**src/rtl/div_pkg.sv**
```systemverilog
// Shared definitions for the divide unit and its EX-stage issue controller.
package div_pkg;

  localparam int   RegWidth       = 32;
  localparam int   DoubleRegWidth = 2 * RegWidth;
  localparam logic RstEnable      = 1'b1;

  // The divider's own states; the issue controller only watches its done flag.
  typedef enum logic [1:0] {
    DivFree   = 2'b00,
    DivByZero = 2'b01,
    DivOn     = 2'b10,
    DivEnd    = 2'b11
  } div_state_e;

  typedef enum logic [1:0] {
    IDLE  = 2'b00,
    BUSY  = 2'b01,
    DONE  = 2'b10,
    DRAIN = 2'b11
  } issue_state_e;

endpackage

```
**src/rtl/div_issue_ctrl.sv**
```systemverilog
// EX-stage start/cancel/done handshake for the iterative divider: captures
// operands, stalls until the result arrives, then presents the HI/LO write.
module div_issue_ctrl
  import div_pkg::*;
#(
  parameter int REG_W = RegWidth
) (
  input  logic               clk,
  input  logic               rst,
  input  logic               ex_div_op,
  input  logic               ex_div_signed,
  input  logic [REG_W-1:0]   ex_rs_data,
  input  logic [REG_W-1:0]   ex_rt_data,
  input  logic               ex_flush,
  input  logic               stall_from_later,
  output logic               div_start,
  output logic               div_cancel,
  output logic               signed_div,
  output logic [REG_W-1:0]   div_opdata1,
  output logic [REG_W-1:0]   div_opdata2,
  input  logic [2*REG_W-1:0] div_res,
  input  logic               div_done,
  output logic               ex_stall_req,
  output logic               hilo_we,
  output logic [REG_W-1:0]   hi_wdata,
  output logic [REG_W-1:0]   lo_wdata
);

  issue_state_e      state_q,     state_d;
  logic              divStart_q,  divStart_d;
  logic              divCancel_q, divCancel_d;
  logic              signedDiv_q, signedDiv_d;
  logic [REG_W-1:0]  opA_q,       opA_d;
  logic [REG_W-1:0]  opB_q,       opB_d;
  logic [REG_W-1:0]  hiData_q,    hiData_d;
  logic [REG_W-1:0]  loData_q,    loData_d;
  logic              drainCnt_q,  drainCnt_d;

  always_ff @(posedge clk) begin
    if (rst == RstEnable) begin
      state_q     <= IDLE;
      divStart_q  <= 1'b0;
      divCancel_q <= 1'b0;
      signedDiv_q <= 1'b0;
      opA_q       <= '0;
      opB_q       <= '0;
      hiData_q    <= '0;
      loData_q    <= '0;
      drainCnt_q  <= 1'b0;
    end else begin
      state_q     <= state_d;
      divStart_q  <= divStart_d;
      divCancel_q <= divCancel_d;
      signedDiv_q <= signedDiv_d;
      opA_q       <= opA_d;
      opB_q       <= opB_d;
      hiData_q    <= hiData_d;
      loData_q    <= loData_d;
      drainCnt_q  <= drainCnt_d;
    end
  end

  // A done seen in IDLE is a leftover from the previous divide and is ignored.
  always_comb begin
    state_d     = state_q;
    divStart_d  = divStart_q;
    divCancel_d = divCancel_q;
    signedDiv_d = signedDiv_q;
    opA_d       = opA_q;
    opB_d       = opB_q;
    hiData_d    = hiData_q;
    loData_d    = loData_q;
    drainCnt_d  = drainCnt_q;

    unique case (state_q)
      IDLE: begin
        if (ex_div_op && !ex_flush) begin
          opA_d       = ex_rs_data;
          opB_d       = ex_rt_data;
          signedDiv_d = ex_div_signed;
          divStart_d  = 1'b1;
          state_d     = BUSY;
        end
      end

      BUSY: begin
        if (ex_flush) begin
          divStart_d  = 1'b0;
          divCancel_d = 1'b1;
          drainCnt_d  = 1'b0;
          state_d     = DRAIN;
        end else if (div_done) begin
          hiData_d = div_res[2*REG_W-1:REG_W];
          loData_d = div_res[REG_W-1:0];
          state_d  = DONE;
        end
      end

      // Start stays high here so the divider keeps presenting its result.
      DONE: begin
        if (ex_flush || !stall_from_later) begin
          divStart_d = 1'b0;
          state_d    = IDLE;
        end
      end

      // Two cancel cycles let a zero-divisor divide pass through its end state.
      DRAIN: begin
        if (drainCnt_q) begin
          divCancel_d = 1'b0;
          drainCnt_d  = 1'b0;
          state_d     = IDLE;
        end else begin
          drainCnt_d = 1'b1;
        end
      end

      default: state_d = IDLE;
    endcase
  end

  always_comb begin
    ex_stall_req = !ex_flush &&
                   (((state_q == IDLE) && ex_div_op) ||
                    (state_q == BUSY) || (state_q == DRAIN));
    hilo_we      = (state_q == DONE) && !ex_flush;
  end

  assign div_start   = divStart_q;
  assign div_cancel  = divCancel_q;
  assign signed_div  = signedDiv_q;
  assign div_opdata1 = opA_q;
  assign div_opdata2 = opB_q;
  assign hi_wdata    = hiData_q;
  assign lo_wdata    = loData_q;

endmodule
```
**config.mk**
```make
export PLATFORM = sky130hd
export DESIGN_NAME = div_issue_ctrl
export DESIGN_NICKNAME = d
export VERILOG_FILES = /design/src/rtl/div_pkg.sv /design/src/rtl/div_issue_ctrl.sv
export SDC_FILE = /design/constraint.sdc
export NUM_CORES = 1
export LEC_CHECK = 0
export ABC_AREA = 1
export BUFFER_PORTS_ARGS = -buffer_cell sky130_fd_sc_hd__buf_2
export CAP_MARGIN = 10
export CELL_PAD_IN_SITES_DETAIL_PLACEMENT = 2
export CELL_PAD_IN_SITES_GLOBAL_PLACEMENT = 2
export CORE_MARGIN = 3
export CORE_UTILIZATION = 26
export CTS_BUF_LIST = sky130_fd_sc_hd__clkbuf_2
export CTS_CLUSTER_DIAMETER = 50
export DETAILED_ROUTE_END_ITERATION = 12
export HOLD_SLACK_MARGIN = 0.02
export MAX_ROUTING_LAYER = met4
export PLACE_DENSITY = 0.85
export SYNTH_ARGS = -nofsm -noshare
export SYNTH_HDL_FRONTEND = slang
export SYNTH_SLANG_ARGS = --single-unit
```
**constraint.sdc**
```tcl
create_clock -name clk -period 3.5 [get_ports clk]
set_clock_uncertainty 0.05 [all_clocks]
set_input_delay 0.175 -clock clk [delete_from_list [all_inputs] [get_ports clk]]
set_output_delay 0.175 -clock clk [all_outputs]
set_load 0.01 [all_outputs]
```
==> impl_metrics.toml <==
[pwr]
p_leak_nw = 3.81
ir_drop_mv = 0.213
pwr_density_cell_nw_per_um2 = 532

[timing]
worst_pin_slew_ps = 875
layout_min_cycle_time_ps = 3020
rsz0062_at_grt = "false"
finalMaxSlewViolations = 0
finalSetupTns_ps = 0
setup_ws_ps = 483
setup_viol = 0
finalCritPeriodShare_pct = 86.2
fmax_mhz = 331
report.final.hold_viol_count = 0
relSlewSlack_pct = 41.6

[cts]
clock_path_buffers = 2
postCtsSetupBuffers = 0
htree_levels = 4
cts.repair.resized = 0
cts_sinks = 134
cts-root-buf = "clkbuf_2"
hold_buffers = 153
clk_pin_slew_ps = 240
cts_tree = "done"
cts_inserted_buffers = 17
clk_latency_ps = 690

[critical_path]
crit_path_start_kind = "register"
crit_type = "register to register"
slowest_delay_ps = 610
crit_required_ps = 4110
cp_max_fo = 4
worstSetupEndpointType = "register"
crit_arrival_ps = 3630
crit_chain = "inv_1 -> ha_1 -> nand2_1 -> nand2_1 -> dlygate4sd3_1 -> nor2_1 -> dlygate4sd3_1 -> nor2_1 -> nor2_1 -> dlygate4sd3_1"
rrSetupSlack_ps = 480
critPathSlowestCell = "dlygate4sd3_1"

[drt]
vias = 5872
totalWireLength_mm = 26.3
drt_iter0_markers = 187
wl_per_cell_um = 20.2
first_pass_iters = 4
antenna_left = 0
routed_via_density = 4.52
drc = 0

[global_route]
grt_pass1_wl_mm = 40.6
grt_use_met2_pct = 47.3
grt_max_degree = 78
grt_usage_pct = 25.2
busiest_layer = "met2"
grt-ovfl-total = 0
grt.met1_usage_pct = 24.9
met3_usage_pct = 5.45
grt_antenna_before_repair = 7
first_global_vias = 6886

[place]
gp_congestion = 0.746
dp_hpwl_mm = 13.1
post-place-ws_ps = 1200
port_buffers = 267
place_inst = 1107
place_area_um2 = 6450

[floorplan]
ioPinCount = 268
coreArea_um2 = 19000
die_y_um = 146
die_area_um2 = 21200
die_w_um = 146
num_rows = 50
start_util_pct = 26.7

[min_path]
hold_path_class = "input pin to register"

[yosys]
synthTopCellsByArea = "dfxtp_1 (53%), a21oi_1 (13%), inv_1 (10%)"
yosysUniqueCellTypes = 18
yosysSeqAreaShare_pct = 52.9
synth_top_area_share_pct = 52.9
synth_nets = 756
syn_avg_cell_area_um2 = 8.21
yosysWarnings = 0
syn_area_um2 = 5070
synth_cells = 617
synth_top_area_cell = "dfxtp_1"
synth_seq_cells = 134

[finish]
final_nets = 1158
n_fill_cell = 2128
final_area_um2 = 8270
syn2layout_area_growth_pct = 63.1
post-route-util_pct = 43.6
layout-drive-gt1-share_pct = 29.8
stdcell_count = 1299

[job]
cap_violations = 0

[run_status]
status = "complete, no violations"
[through the flow]
stage	hold slack [ps]	total power [mW]
finish	211	4.40
CTS	113	4.31
global route	174	4.66
detailed placement	386	3.06
floorplan	298	2.61
global placement	380	2.99
[cell usage in the layout (no fill, tap or decap)]
cell type and count:
clkbuf_2 18, inv_1 139, nand3_1 4, a21oi_1 132, nand2_1 12, dfxtp_1 134
buf_12 1, clkinvlp_4 5, clkinv_2 1, dlygate4sd3_1 153, o21ai_1 72, nand3_4 2
bufinv_16 3, o21ai_0 61, buf_2 267, clkinv_1 1, nor2_1 12, ha_1 4
diode_2 7, buf_4 5, inv_6 3, inv_2 1, clkinv_4 2
[cell usage after synthesis]
cell type and instances:
a21oi_1 132, o21ai_0 61, buf_2 7, dfxtp_1 134, nand2_1 12, nor2_1 12, buf_6 13, clkbuf_1 11
o21ai_1 72, clkbuf_2 5, buf_4 3, ha_1 4, inv_1 139, buf_12 1, nand3_4 2, buf_8 3
inv_2 2, nand3_1 4
[per-layer routing]
metal / wire length (µm) / vias to the layer above
li1: - / 2787
met1: 9600 / 2800
met2: 14400 / 228
met3: 1260 / 57
met4: 1020 / 0
met5: 0 / -
[registers in the layout, indices dropped and copies added, names as in the netlist]
register,count
div_cancel,1
div_opdata1,32
div_start,1
div_opdata2,32
signed_div,1
hi_wdata,32
drainCnt_q,1
state_q,2
lo_wdata,32
[final timing paths]
path                           startpoint                            to  cells past startpoint
min reg2reg  div_opdata1[31]$_SDFFE_PP0P_  div_opdata1[31]$_SDFFE_PP0P_                      2
max reg2reg       state_q[1]$_SDFFE_PP0P_       state_q[1]$_SDFFE_PP0P_                     10
min                        ex_rt_data[13]  div_opdata2[13]$_SDFFE_PP0P_                      4
max               state_q[1]$_SDFFE_PP0P_       state_q[1]$_SDFFE_PP0P_                     10
[cells by family (layout without fill, tap and decap cells)]
group           count (synthesis)  after routing  synth area share, %
compound gates                265            265                 26.2
fa+ha+maj                       4              4                0.987
buf+inv                       184            599                 17.1
flops                         134            134                 52.9
other cells                     0              7                    0
simple gates                   30             30                 2.86
[final cells by class]
type,instances,area (µm²),area share [%]
repair buffers,426,2930,35.4
flip-flops and latches,134,2680,32.4
multi-input cells,299,1520,18.4
inverters,141,531,6.42
well taps,260,325,3.93
clock inverters,14,175,2.12
clock buffers,18,90.1,1.09
diodes,7,17.5,0.212
[critical path: cells and delay by family, from the launching register on]
kind                       cells  cell delay (ps)
adders and majority gates      1              230
buffers and inverters          4             1840
and+or+nand+nor                5              420
DFF                            1              430
[power breakdown]
group | switching (mW) | leakage (nW) | internal, mW | total [mW]
Combinational | 0.792 | 2.58 | 0.562 | 1.35
Sequential | 0.176 | 1.09 | 1.79 | 1.97
Clock | 0.670 | 0.141 | 0.406 | 1.08
Total | 1.64 | 3.81 | 2.76 | 4.40
No activity file was read; power rests on OpenSTA's default activity.
